$ cat src/rtl/brew_pkg.sv
`timescale 1ns/1ps
`default_nettype none
// ============================================================================
// Module      : brew_pkg
// Description : Shared types and constants for the brew sequencer: FSM state
//               encoding, actuator one-hot codes, drink codes and the recipe
//               ROM (one {valid, act, tcode} entry per drink and stage).
// Revision    : 1.0 - initial release
// ============================================================================
package brew_pkg;

    typedef enum logic [2:0] {
        ST_IDLE  = 3'd0,
        ST_ARM   = 3'd1,
        ST_WAIT  = 3'd2,
        ST_NEXT  = 3'd3,
        ST_DONE  = 3'd4,
        ST_FAULT = 3'd5
    } state_t;

    // Actuator one-hot codes, bit order matches the act port.
    localparam logic [4:0] ACT_NONE  = 5'b00000;
    localparam logic [4:0] ACT_HEAT  = 5'b00001;
    localparam logic [4:0] ACT_PUMP  = 5'b00010;
    localparam logic [4:0] ACT_WATER = 5'b00100;
    localparam logic [4:0] ACT_MILK  = 5'b01000;
    localparam logic [4:0] ACT_CHOC  = 5'b10000;

    localparam logic [1:0] DRINK_ESPRESSO   = 2'd0;
    localparam logic [1:0] DRINK_AMERICANO  = 2'd1;
    localparam logic [1:0] DRINK_CAPPUCCINO = 2'd2;
    localparam logic [1:0] DRINK_MOCHA      = 2'd3;

    typedef struct packed {
        logic       valid;
        logic [4:0] act;
        logic [1:0] tcode;
    } step_t;

    // Terminator: any index past the last stage of a recipe reads as this.
    localparam step_t STEP_END = '{valid: 1'b0, act: ACT_NONE, tcode: 2'd0};

    function automatic step_t mk_step(input logic [4:0] a, input logic [1:0] t);
        step_t s;
        s.valid = 1'b1;
        s.act   = a;
        s.tcode = t;
        return s;
    endfunction

    function automatic step_t recipe_step(input logic [1:0] drink, input logic [2:0] idx);
        step_t s;
        s = STEP_END;
        case (drink)
            DRINK_ESPRESSO: begin
                case (idx)
                    3'd0:    s = mk_step(ACT_HEAT, 2'd3);
                    3'd1:    s = mk_step(ACT_PUMP, 2'd2);
                    default: s = STEP_END;
                endcase
            end
            DRINK_AMERICANO: begin
                case (idx)
                    3'd0:    s = mk_step(ACT_HEAT,  2'd3);
                    3'd1:    s = mk_step(ACT_PUMP,  2'd2);
                    3'd2:    s = mk_step(ACT_WATER, 2'd1);
                    default: s = STEP_END;
                endcase
            end
            DRINK_CAPPUCCINO: begin
                case (idx)
                    3'd0:    s = mk_step(ACT_HEAT, 2'd3);
                    3'd1:    s = mk_step(ACT_PUMP, 2'd2);
                    3'd2:    s = mk_step(ACT_MILK, 2'd1);
                    default: s = STEP_END;
                endcase
            end
            default: begin // mocha
                case (idx)
                    3'd0:    s = mk_step(ACT_HEAT, 2'd3);
                    3'd1:    s = mk_step(ACT_CHOC, 2'd0);
                    3'd2:    s = mk_step(ACT_PUMP, 2'd2);
                    3'd3:    s = mk_step(ACT_MILK, 2'd1);
                    default: s = STEP_END;
                endcase
            end
        endcase
        return s;
    endfunction

    function automatic logic recipe_valid(input logic [1:0] drink, input logic [2:0] idx);
        step_t s;
        s = recipe_step(drink, idx);
        return s.valid;
    endfunction

endpackage

`default_nettype wire

$ cat src/rtl/brew_watchdog.sv
`timescale 1ns/1ps
`default_nettype none
// ============================================================================
// Module      : brew_watchdog
// Description : Per-stage watchdog. Counts enabled cycles since the last
//               clear and flags timeout on the enabled cycle in which the
//               count reaches WDOG_MAX.
// Ports       : clk, rst_n (async active-low), clear, enable -> timeout
// Revision    : 1.0 - initial release
// ============================================================================
module brew_watchdog
    import brew_pkg::*;
#(
    parameter int unsigned            WDOG_W   = 32,
    parameter logic [WDOG_W-1:0]      WDOG_MAX = 32'd1_500_000_000
) (
    input  logic clk,
    input  logic rst_n,
    input  logic clear,
    input  logic enable,
    output logic timeout
);

    localparam logic [WDOG_W-1:0] LIMIT = WDOG_MAX - WDOG_W'(1);

    logic [WDOG_W-1:0] count;

    // Saturates at LIMIT so a stalled enable can never wrap back to zero.
    always_ff @(posedge clk or negedge rst_n) begin
        if (!rst_n) begin
            count <= '0;
        end else if (clear) begin
            count <= '0;
        end else if (enable && (count != LIMIT)) begin
            count <= count + WDOG_W'(1);
        end
    end

    assign timeout = enable && (count == LIMIT);

endmodule

`default_nettype wire

$ cat src/rtl/brew_sequencer.sv
`timescale 1ns/1ps
`default_nettype none
// ============================================================================
// Module      : brew_sequencer
// Description : Brew controller. Latches a drink on a start edge and walks
//               its recipe stage by stage: program/start the timer, drive the
//               stage actuator, wait for (non-stale) expiry, break, repeat.
// Ports       : clk_100MHz, rst_n (async active-low)
//               start, cancel, drink_sel[1:0], timer_expired  (inputs)
//               timer_value[1:0], timer_start, act[4:0], stage[2:0],
//               busy, done, fault                              (outputs)
// Revision    : 1.0 - initial release
// ============================================================================
module brew_sequencer
    import brew_pkg::*;
#(
    parameter int unsigned        WDOG_W       = 32,
    parameter logic [WDOG_W-1:0]  WDOG_MAX     = 32'd1_500_000_000,
    parameter int unsigned        GUARD_CYCLES = 2
) (
    input  logic       clk_100MHz,
    input  logic       rst_n,
    input  logic       start,
    input  logic       cancel,
    input  logic [1:0] drink_sel,
    input  logic       timer_expired,
    output logic [1:0] timer_value,
    output logic       timer_start,
    output logic [4:0] act,
    output logic [2:0] stage,
    output logic       busy,
    output logic       done,
    output logic       fault
);

    localparam int unsigned          GUARD_W   = $clog2(GUARD_CYCLES + 2);
    localparam logic [GUARD_W-1:0]   GUARD_LIM = GUARD_W'(GUARD_CYCLES);

    state_t             state, state_d;
    logic               start_q, start_edge;
    logic [1:0]         drink_q;
    logic [2:0]         stage_q;
    logic [GUARD_W-1:0] guard_cnt;
    logic               seen_low;

    logic               latch, stage_inc;
    logic               wd_clear, wd_en, wd_timeout;
    logic               guard_ok, nxt_valid;
    step_t              cur_step;

    assign cur_step  = recipe_step(drink_q, stage_q);
    assign nxt_valid = recipe_valid(drink_q, stage_q + 3'd1);

    // Expiry is a level that may still be high from the previous stage, so
    // it only counts once the guard window has elapsed and it has been seen
    // low at least once since ARM.
    assign guard_ok = (guard_cnt == GUARD_LIM) && seen_low;

    brew_watchdog #(
        .WDOG_W   (WDOG_W),
        .WDOG_MAX (WDOG_MAX)
    ) u_wdog (
        .clk     (clk_100MHz),
        .rst_n   (rst_n),
        .clear   (wd_clear),
        .enable  (wd_en),
        .timeout (wd_timeout)
    );

    always_ff @(posedge clk_100MHz or negedge rst_n) begin
        if (!rst_n) begin
            state      <= ST_IDLE;
            start_q    <= 1'b0;
            start_edge <= 1'b0;
            drink_q    <= 2'd0;
            stage_q    <= 3'd0;
            guard_cnt  <= '0;
            seen_low   <= 1'b0;
        end else begin
            state      <= state_d;
            // Edge detector runs in every state so a start held through a
            // brew cannot retrigger when the FSM returns to IDLE.
            start_q    <= start;
            start_edge <= start & ~start_q;

            if (latch) begin
                drink_q <= drink_sel;
                stage_q <= 3'd0;
            end else if (stage_inc) begin
                stage_q <= stage_q + 3'd1;
            end

            if (state == ST_ARM) begin
                guard_cnt <= '0;
                seen_low  <= 1'b0;
            end else if (state == ST_WAIT) begin
                if (guard_cnt != GUARD_LIM) begin
                    guard_cnt <= guard_cnt + GUARD_W'(1);
                end
                if (!timer_expired) begin
                    seen_low <= 1'b1;
                end
            end
        end
    end

    always_comb begin
        state_d     = state;
        latch       = 1'b0;
        stage_inc   = 1'b0;
        wd_clear    = 1'b0;
        wd_en       = 1'b0;
        timer_start = 1'b0;
        timer_value = 2'd0;
        act         = ACT_NONE;
        busy        = 1'b0;
        done        = 1'b0;
        fault       = 1'b0;

        case (state)
            ST_IDLE: begin
                if (start_edge && !cancel) begin
                    latch   = 1'b1;
                    state_d = ST_ARM;
                end
            end
            ST_ARM: begin
                busy        = 1'b1;
                timer_start = cur_step.valid;
                timer_value = cur_step.tcode;
                act         = cur_step.act;
                wd_clear    = 1'b1;
                state_d     = cancel ? ST_IDLE : ST_WAIT;
            end
            ST_WAIT: begin
                busy        = 1'b1;
                timer_value = cur_step.tcode;
                act         = cur_step.act;
                wd_en       = 1'b1;
                if (cancel) begin
                    state_d = ST_IDLE;
                end else if (guard_ok && timer_expired) begin
                    state_d = ST_NEXT;
                end else if (wd_timeout) begin
                    state_d = ST_FAULT;
                end
            end
            ST_NEXT: begin
                // Actuators stay off for this cycle: break-before-make.
                busy = 1'b1;
                if (cancel) begin
                    state_d = ST_IDLE;
                end else if (nxt_valid) begin
                    stage_inc = 1'b1;
                    state_d   = ST_ARM;
                end else begin
                    state_d = ST_DONE;
                end
            end
            ST_DONE: begin
                busy    = 1'b1;
                done    = 1'b1;
                state_d = ST_IDLE;
            end
            ST_FAULT: begin
                fault = 1'b1;
                if (cancel) begin
                    state_d = ST_IDLE;
                end
            end
            default: begin
                state_d = ST_IDLE;
            end
        endcase
    end

    assign stage = stage_q;

endmodule

`default_nettype wire
$ cat config.mk
export PLATFORM = sky130hd
export DESIGN_NAME = brew_sequencer
export DESIGN_NICKNAME = d
export VERILOG_FILES = /design/src/rtl/brew_pkg.sv /design/src/rtl/brew_watchdog.sv /design/src/rtl/brew_sequencer.sv
export SDC_FILE = /design/constraint.sdc
export NUM_CORES = 1
export LEC_CHECK = 0
export CAP_MARGIN = 0
export CORE_ASPECT_RATIO = 0.75
export CORE_MARGIN = 1.5
export CORE_UTILIZATION = 40
export DETAILED_ROUTE_END_ITERATION = 8
export SYNTH_ARGS = -nofsm -noshare
export SYNTH_HDL_FRONTEND = slang
export SYNTH_HIERARCHICAL = 1
export SYNTH_SLANG_ARGS = --single-unit
export TNS_END_PERCENT = 100
$ cat constraint.sdc
create_clock -name clk_100MHz -period 2.5 [get_ports clk_100MHz]
set_input_delay 0.625 -clock clk_100MHz [delete_from_list [all_inputs] [get_ports clk_100MHz]]
set_output_delay 0.625 -clock clk_100MHz [all_outputs]
set_load 0.02 [all_outputs]
# Word-level counts from Yosys, hierarchy flattened
# Cells that the tools add are included.
word_totals:
  regBits: 45
  inputBits: 7
classes:
  reduce_logical: 19
  addsub: 3
  eq_ne: 21
  n_bitwise: 2
  n_mux: 42
op_table:
  columns: ["cell", "n"]
  rows:
  - ["$pmux W8 S3", 6]
  - ["$mux W32", 2]
  - ["$pmux W8 S4", 2]
  - ["$add A32 B1 Y32 const B", 1]
  - ["$eq A32 B31 Y1 const B", 1]
  - ["$ne A32 B31 Y1 const B", 1]
  - ["$pmux W8 S2", 2]
  - ["$mux W3", 9]
  - ["$eq A3 B2 Y1 const B", 6]
  - ["$pmux W3 S5", 1]
  - ["$mux W1", 14]
  - ["$mux W2", 5]
  - ["$eq A3 B1 Y1 const B", 3]
  - ["$logic_not A3 Y1", 3]
  - ["$reduce_bool A2 Y1", 4]
  - ["$eq A3 B3 Y1 const B", 2]
  - ["$ne A2 B2 Y1 const B", 3]
  - ["$logic_and A1 B1 Y1", 5]
  - ["$mux W5", 1]
  - ["$eq A2 B2 Y1 const B", 2]
  - ["$ne A4 B2 Y1 const B", 1]
  - ["$reduce_and A2 Y1", 2]
  - ["$reduce_or A4 Y1", 1]
  - ["$add A3 B1 Y3 const B", 1]
  - ["9 further kinds", 9]

# Depth between registers and ports, before layout
# Gate-level depths: netlist of the first run.
depth:
  word_depth: 9
  ltp_mapped: 12
  depth_no_buf: 10

# Modules after synthesis
# Netlist of the first run, hierarchy kept.
by_module_without_submodules:
  columns: ["mod", "n_inst", "area_each_um2", "seq_area_each_um2", "cells_per_inst"]
  rows:
  - ["brew_watchdog", 1, 1865.5, 800.8, 205]
  - ["brew_sequencer", 1, 904.6, 325.3, 106]

# Worst setup path before layout of the first run
# No wires, ideal clock.
synth_timing:
  kind: "flip-flop to output port"
  startpoint: "register stage_q[0], in the netlist stage[0]"
  endpoint: "output port timer_start"
  stages_incl_launch_ff: 7
  required_time_ns: 1.875
  arrival_ns: 1.772
  path_buffers: 0
  path_slack_ns: 0.103
  path_cell_list: "dfrtp_1 -> inv_1 -> ha_1 -> nor3b_1 -> a21oi_1 -> o22a_1 -> a21boi_0"
synth_via:
  elab_chain_cells: 4
  word_cells_on_any_way: 10
  classes_between: "eq/ne (3); mux (6); reduce/logical (1)"
synth_rtl:
  columns: ["item", "line", "source"]
  rows:
  - ["start: declaration", "brew_sequencer.sv:42", "logic [2:0] stage_q;"]
  - ["start signal: assignment", "brew_sequencer.sv:90", "stage_q <= stage_q + 3'd1;"]
  - ["$eq A3 B2 Y1 (tied with other cells)", "brew_pkg.sv:79", "case (idx)"]
  - ["$pmux W8 S4 (tied with other cells)", "brew_pkg.sv:79", null]
  - ["$pmux W8 S3 (*)", "brew_pkg.sv:54", "case (drink)"]
  - ["$mux W1 (*)", "brew_sequencer.sv:120", "case (state)"]
  - ["end: declaration", "brew_sequencer.sv:28", "output logic timer_start,"]
# Every way passes the cells marked *; elsewhere a longest branch is shown, timed or not.

# Worst setup path in the final report of the first run
layout_timing:
  startpoint: "register state[2]"
  endpoint: "output port fault"
layout_via:
  elab_chain_cells: 2
layout_rtl:
  columns: ["item", "line", "source"]
  rows:
  - ["start: declaration", "brew_sequencer.sv:39", "state_t state, state_d;"]
  - ["start signal: assignment", "brew_sequencer.sv:80", "state <= state_d;"]
  - ["$eq A3 B3 Y1", "brew_sequencer.sv:120", null]
  - ["$mux W1", "brew_sequencer.sv:120", null]
  - ["end: declaration", "brew_sequencer.sv:33", "output logic fault"]
# No other way between the ends.

==> flow_summary.ini, run 1 <==
[critical_path]
ff2ff_setup_slack_ns = 0.21
start_kind = flop
worstSetupPathType = flop to output port
reg2regPathDepth = 10
cp-end-kind = output port
r2r_start = state[2]
crit_arrival_ns = 1.75
worstReg2RegEnd = state[0]
crit_required_ns = 1.88
cp_max_fo = 8

[power]
p_switching_mw = 0.971
clockPowerShare_pct = 22.5
ir_worst_vdd_uv = 420
intPower_mw = 1.57
combPwrFrac_pct = 42.5
pwr-share-seq_pct = 35.0
leakagePower_nw = 1.42
power_density_nw_per_um2 = 776
switching_share_pct = 38.2
finalPower_mw = 2.54

[layout]
fin_area_sq_um = 3280
multiInputGateArea_sq_um = 1550
stdcell_count = 432
final_nets = 363
regArea_sq_um = 1130
antennaDiodeCount = 0
final_util_pct = 48.4
syn2layout_area_growth_pct = 18.3
layout-drive-gt1-share_pct = 15.5
nFillCells = 669

[cts]
clk_path_buf_depth = 2
insertion_delay_ns = 0.30
cts-root-buf = clkbuf_8
cts_setup_buffers = 0
numCtsBuffers = 5
cts_tree = yes
clk_pin_slew_ns = 0.08
cts_hold_buffers = 0
h-tree-depth = 2
clkSinkCount = 45

[synth]
synth_top_cells_by_area = dfrtp_1 (41%), nor2_1 (4.9%), a21oi_1 (4.3%), ha_1 (4.1%), nand2_1 (3.3%)
synth_seq_cells = 45
yosysTopAreaCell = dfrtp_1
syn_avg_cell_area_sq_um = 8.91
synth.most_common_cell = dfrtp_1
yosysWarnings = 6
synth_top_cell_area_share_pct = 40.7
async_flop_share_pct = 100
synth_ff_type = dfrtp_1
syn_inst = 311
synth_edf_count = 0
synthTopCellsByCount = dfrtp_1 (45), nor2_1 (36), a21oi_1 (24), nand2_1 (24), inv_1 (15)
yosys.cell_types.count = 49
syn-num-nets = 327
ys_seq_area_share_pct = 40.7
synth_area_sq_um = 2770

[worst_hold_path]
hp-class = flop to flop
holdPathEnd = start_edge
hold_start = start_q
whs_path_depth = 1

[route]
routed_wl_mm = 6.07
wl_per_cell_um = 14.0
vias = 2337
ant_nets = 0
drc = 0
drt_iter0_markers = 122
drt_first_pass_iters = 4
viasPerCell = 5.41

[floorplanning]
fp.dieArea_sq_um = 7440
core_area_sq_um = 6770
io_pins = 21
num_rows = 26
start_util_pct = 40.9
die_y_um = 75.1
dieWidth_um = 99.1

[timing]
max_freq_ghz = 0.420
worst_pin_slew_ns = 0.575
maxSlewViolCount = 0
min_period_ns = 2.38
worst_slack_ns = 0.120
relSlewSlack_pct = 61.6
hold_viol = 0
fin_crit_sh_pct = 95.2
setup_viol_count_final = 0
skew_ns = 0.00413

[placement]
dp_hpwl_mm = 4.40
place.gp.congestion = 0.821
placed_area_sq_um = 3160
pre_cts_slack_ns = -0.0379
portBuffers = 20
post-place-cells = 424

[global_route]
grt_pass1_vias = 2245
gr-total-overflow = 0
grtUsageTotal_pct = 18.1
grt_max_degree = 46
grt_pass1_wl_mm = 10.7
antenna_found_initial = 0

[run_status]
outcome = finished, final reports clean

[run]
maxCapViolCount = 0
## power groups by stage
| stage | Combinational [mW] | Sequential, mW | Clock [mW] |
|---|---|---|---|
| 2_1_floorplan | 0.703 | 0.885 | 0 |
| 3_3_place_gp | 1.10 | 0.895 | 0 |
| 3_5_place_dp | 1.11 | 0.899 | 0 |
| 4_1_cts | 1.06 | 0.884 | 0.587 |
| 5_1_grt | 1.21 | 0.902 | 0.618 |
| 6_report | 1.08 | 0.889 | 0.572 |
## stage by stage
stage / setup TNS, ns / hold WS (ns)
final: 0 / 0.394
after global routing: -0.00929 / 0.426
after CTS: 0 / 0.395
after floorplan: 0 / 0.329
after global placement: -0.00981 / 0.379
after detailed placement: -0.0379 / 0.383
## cell usage in the layout (no fill, tap or decap), types with 2 or more instances in the layout
| cell type | netlist | layout |
|---|---|---|
| a21oi_1 | 24 | 24 |
| a31oi_1 | 2 | 2 |
| and2_1 | 2 | 2 |
| and3_1 | 2 | 2 |
| buf_4 | 2 | 23 |
| clkbuf_2 | 1 | 3 |
| clkbuf_8 | 0 | 6 |
| clkdlybuf4s15_1 | 0 | 2 |
| clkdlybuf4s50_1 | 0 | 9 |
| dfrtp_1 | 45 | 45 |
| dlygate4sd2_1 | 0 | 3 |
| ha_1 | 9 | 8 |
| inv_1 | 15 | 15 |
| mux2_2 | 7 | 7 |
| mux2i_1 | 3 | 3 |
| nand2_1 | 24 | 24 |
| nand2b_1 | 4 | 4 |
| nand3_1 | 13 | 13 |
| nand4_1 | 11 | 11 |
| nor2_1 | 36 | 35 |
| nor2b_1 | 10 | 10 |
| nor3_1 | 6 | 5 |
| nor4_1 | 4 | 4 |
| nor4b_1 | 5 | 5 |
| o2111ai_1 | 2 | 2 |
| o21ai_0 | 14 | 13 |
| o21ai_1 | 7 | 8 |
| o31ai_1 | 5 | 5 |
| or3_1 | 12 | 12 |
| or4_1 | 10 | 10 |
| xnor2_1 | 4 | 4 |
| xor2_1 | 5 | 5 |
## worst max-delay path, stage by stage, from the launching register on
cell and delay [ns]:
dfrtp_1 0.49, buf_4 0.18, and3b_1 0.18, clkdlybuf4s50_1 0.60
## worst max-delay path by stage
| stage | to | slack [ns] | cells past startpoint | from |
|---|---|---|---|---|
| after floorplan | timer_start | 0.10 | 6 | stage[0] |
| after global placement | timer_start | -0.01 | 7 | stage[0] |
| after detailed placement | timer_start | -0.04 | 7 | stage[0] |
| after CTS | state[0] | 0.009 | 10 | state[2] |
| after global routing | act[4] | -0.009 | 5 | state[0] |
| final | fault | 0.12 | 3 | state[2] |
## state kept, by name, indices dropped and copies added (netlist names)
signal	flops
u_wdog/count	32
guard_cnt	2
start_q	1
drink_q	2
start_edge	1
seen_low	1
stage	3
state	3
## timing repair
action                     in CTS  in global routing
setup endpoints to repair      10                 12
hold endpoints to repair        0                  0
pin swaps                       0                  1
resized for setup              17                 20
## layer usage
metal / part of all wire [%] / track usage [%] / vias up
met5: 0 / 0 / -
met4: 0.49 / 4.23 / 0
met3: 3.9 / 2.97 / 3
met2: 42 / 28.8 / 40
met1: 54 / 26.1 / 1105
li1: - / - / 1189
## layout make-up
cell class                      count  share of cell area [%]
Multi-Input combinational cell    239                    47.1
Sequential cell                    45                    34.4
Timing Repair Buffer               41                    10.0
Tap cell                           84                    3.21
Clock buffer                        7                    2.63
Inverter                           15                    1.72
Clock inverter                      1                   0.916
## cell families (layout without fill, tap and decap cells)
logic type               after synthesis  after routing  share of synthesized area (%)
XOR/XNOR                               9              9                           2.85
adder cells (fa/ha/maj)                9              9                           4.07
AO/OA/AOI/OAI                         59             59                           12.3
buffers and inverters                 27             64                           4.74
AND/OR/NAND/NOR                      152            152                           31.4
flip-flops                            45             45                           40.7
multiplexers                          10             10                           3.93
Power figures use the tool's default switching activity.
==> run 2, diff against run 1 <==
Clock period 2.5 ns to 2.9 ns, I/O delays scaled along.
==> flow_summary.ini, run 2 (synthesis gave the netlist of run 1 again) <==
[timing]
skew_ns = 0.00855
max_freq_ghz = 0.365
fin_crit_sh_pct = 94.6
hold_ws_ns = 0.331
min_period_ns = 2.74
maxSlewViolCount = 0
worst_slack_ns = 0.157
rsz0062_at_grt = no
relSlewSlack_pct = 54.6
worst_pin_slew_ns = 0.674
hold_viol = 0
tns_ns = 0
setup_viol_count_final = 0

[layout]
largest_register = u_wdog/count
antennaDiodeCount = 0
largest_reg_flops = 32
layout-drive-gt1-share_pct = 9.61
syn2layout_area_growth_pct = 13.9
final_nets = 349
final_cell_mix = dfrtp_1 (43), nor2_1 (36), a21oi_1 (24), nand2_1 (24), inv_1 (15)
mostFrequentLayoutCell = dfrtp_1

[floorplanning]
io_pins = 21
start_util_pct = 40.9
fp.dieArea_sq_um = 7440
num_rows = 26
die_y_um = 75.1
dieWidth_um = 99.1
core_area_sq_um = 6770

[power]
leakagePower_nw = 1.39
ir_worst_vdd_uv = 461
power_density_nw_per_um2 = 633

[global_route]
met3_usage_pct = 2.88
grt.busiest_layer = met2
use_met1_pct = 25.6
grt_max_degree = 46
gr-total-overflow = 0
grt_use_met2_pct = 26.7
grt_pass1_vias = 2085
antenna_found_initial = 0
grtUsageTotal_pct = 17.5
grt_pass1_wl_mm = 10.2

[critical_path]
worstSetupPathType = flop to output port
cp-end-kind = output port
start_kind = flop
cp_slowest_cell = clkdlybuf4s50_1
cp_max_fo = 10
crit_top_cell = nand2b_1
cp_slowest_stage_delay_ns = 0.60
crit_family = buffers and inverters
path_buf_inv = 1
path_cells = xor2_1 -> nand2b_1 -> nand2b_1 -> nor2_1 -> clkdlybuf4s50_1
crit_required_ns = 2.17
crit_arrival_ns = 2.02

[route]
wl_per_cell_um = 14.0
routed_wl_mm = 5.82
drt_first_pass_iters = 4
drc = 0
viasPerCell = 5.57
ant_nets = 0
vias = 2322
drt_iter0_markers = 113

[placement]
place.gp.congestion = 0.791
portBuffers = 20
pre_cts_slack_ns = 0.146
dp_hpwl_mm = 4.18

[run_status]
outcome = finished, final reports clean

[cts]
h-tree-depth = 2
cts-root-buf = clkbuf_8
cts_tree = yes
clk_pin_slew_ns = 0.08
clk_path_buf_depth = 2
cts_setup_buffers = 0
clkSinkCount = 45
insertion_delay_ns = 0.30
numCtsBuffers = 5

[run]
maxCapViolCount = 0

[worst_hold_path]
hp-class = input port to async pin
[run 2: cell count changes in the layout (fill, tap and decap cells not counted), moves of 2 or more]
cell / previous run / this run
clkbuf_2: 3 / 0
dfrtp_2: 0 / 2
dlygate4sd2_1: 3 / 1
clkdlybuf4s15_1: 2 / 0
dfrtp_1: 45 / 43
dlymetal6s2s_1: 0 / 4
buf_4: 23 / 7
clkdlybuf4s50_1: 9 / 14
[run 2: metrics by stage]
| step | util (%) | total power [mW] | instances | area [sq um] |
|---|---|---|---|---|
| 2_1_floorplan | - | 1.37 | 311 | 2770 |
| 3_3_place_gp | 45.1 | 1.62 | 410 | 3050 |
| 3_5_place_dp | 45.1 | 1.64 | 410 | 3050 |
| 4_1_cts | 46.5 | 2.03 | 417 | 3140 |
| 5_1_grt | 46.6 | 2.16 | 417 | 3160 |
| 6_report | 46.6 | 2.00 | 417 | 3160 |
[run 2: repair_timing]
item / 4_1_cts / 5_1_grt
gates resized for setup: 3 / 5
hold endpoints to repair: 0 / 0
endpoints found under the setup margin: 3 / 6
hold buffers: 0 / 0
[run 2: worst register-to-register path, stage by stage (launching register included)]
cell and delay [ns]:
dfrtp_1 0.49, or3b_1 0.53, inv_1 0.18, inv_1 0.10
nor3_4 0.20, buf_4 0.17, o21ai_0 0.25, or3_1 0.43
a21oi_1 0.14
[run 2: cell type report]
cell class	instances	area, sq um
Clock buffer	7	86.3
Fill cell	665	3610
Inverter	15	56.3
Multi-Input combinational cell	239	1520
Sequential cell	45	1130
Tap cell	84	105
Timing Repair Buffer	27	256
[run 2: where the power goes]
part	internal [mW]	switching, mW
combinational	0.330	0.489
sequential	0.696	0.0934
clock	0.189	0.201
total	1.22	0.783
[run 2: final timing paths]
kind	startpoint	end	slack [ns]	cells after the start
max	state[0]	act[1]	0.16	5
min	rst_n	guard_cnt[0]	0.33	1
max reg2reg	state[2]	u_wdog/count[18]	0.33	8
min reg2reg	start_q	start_edge	0.40	1
max in group asynchronous	rst_n	state[0]	1.84	2
min in group clk_100MHz	start_q	start_edge	0.40	1
[run 2: routing by layer]
metal	vias to the layer above	wire (um)
li1	1166	-
met1	1105	3130
met2	46	2440
met3	5	198
met4	0	55
met5	-	0
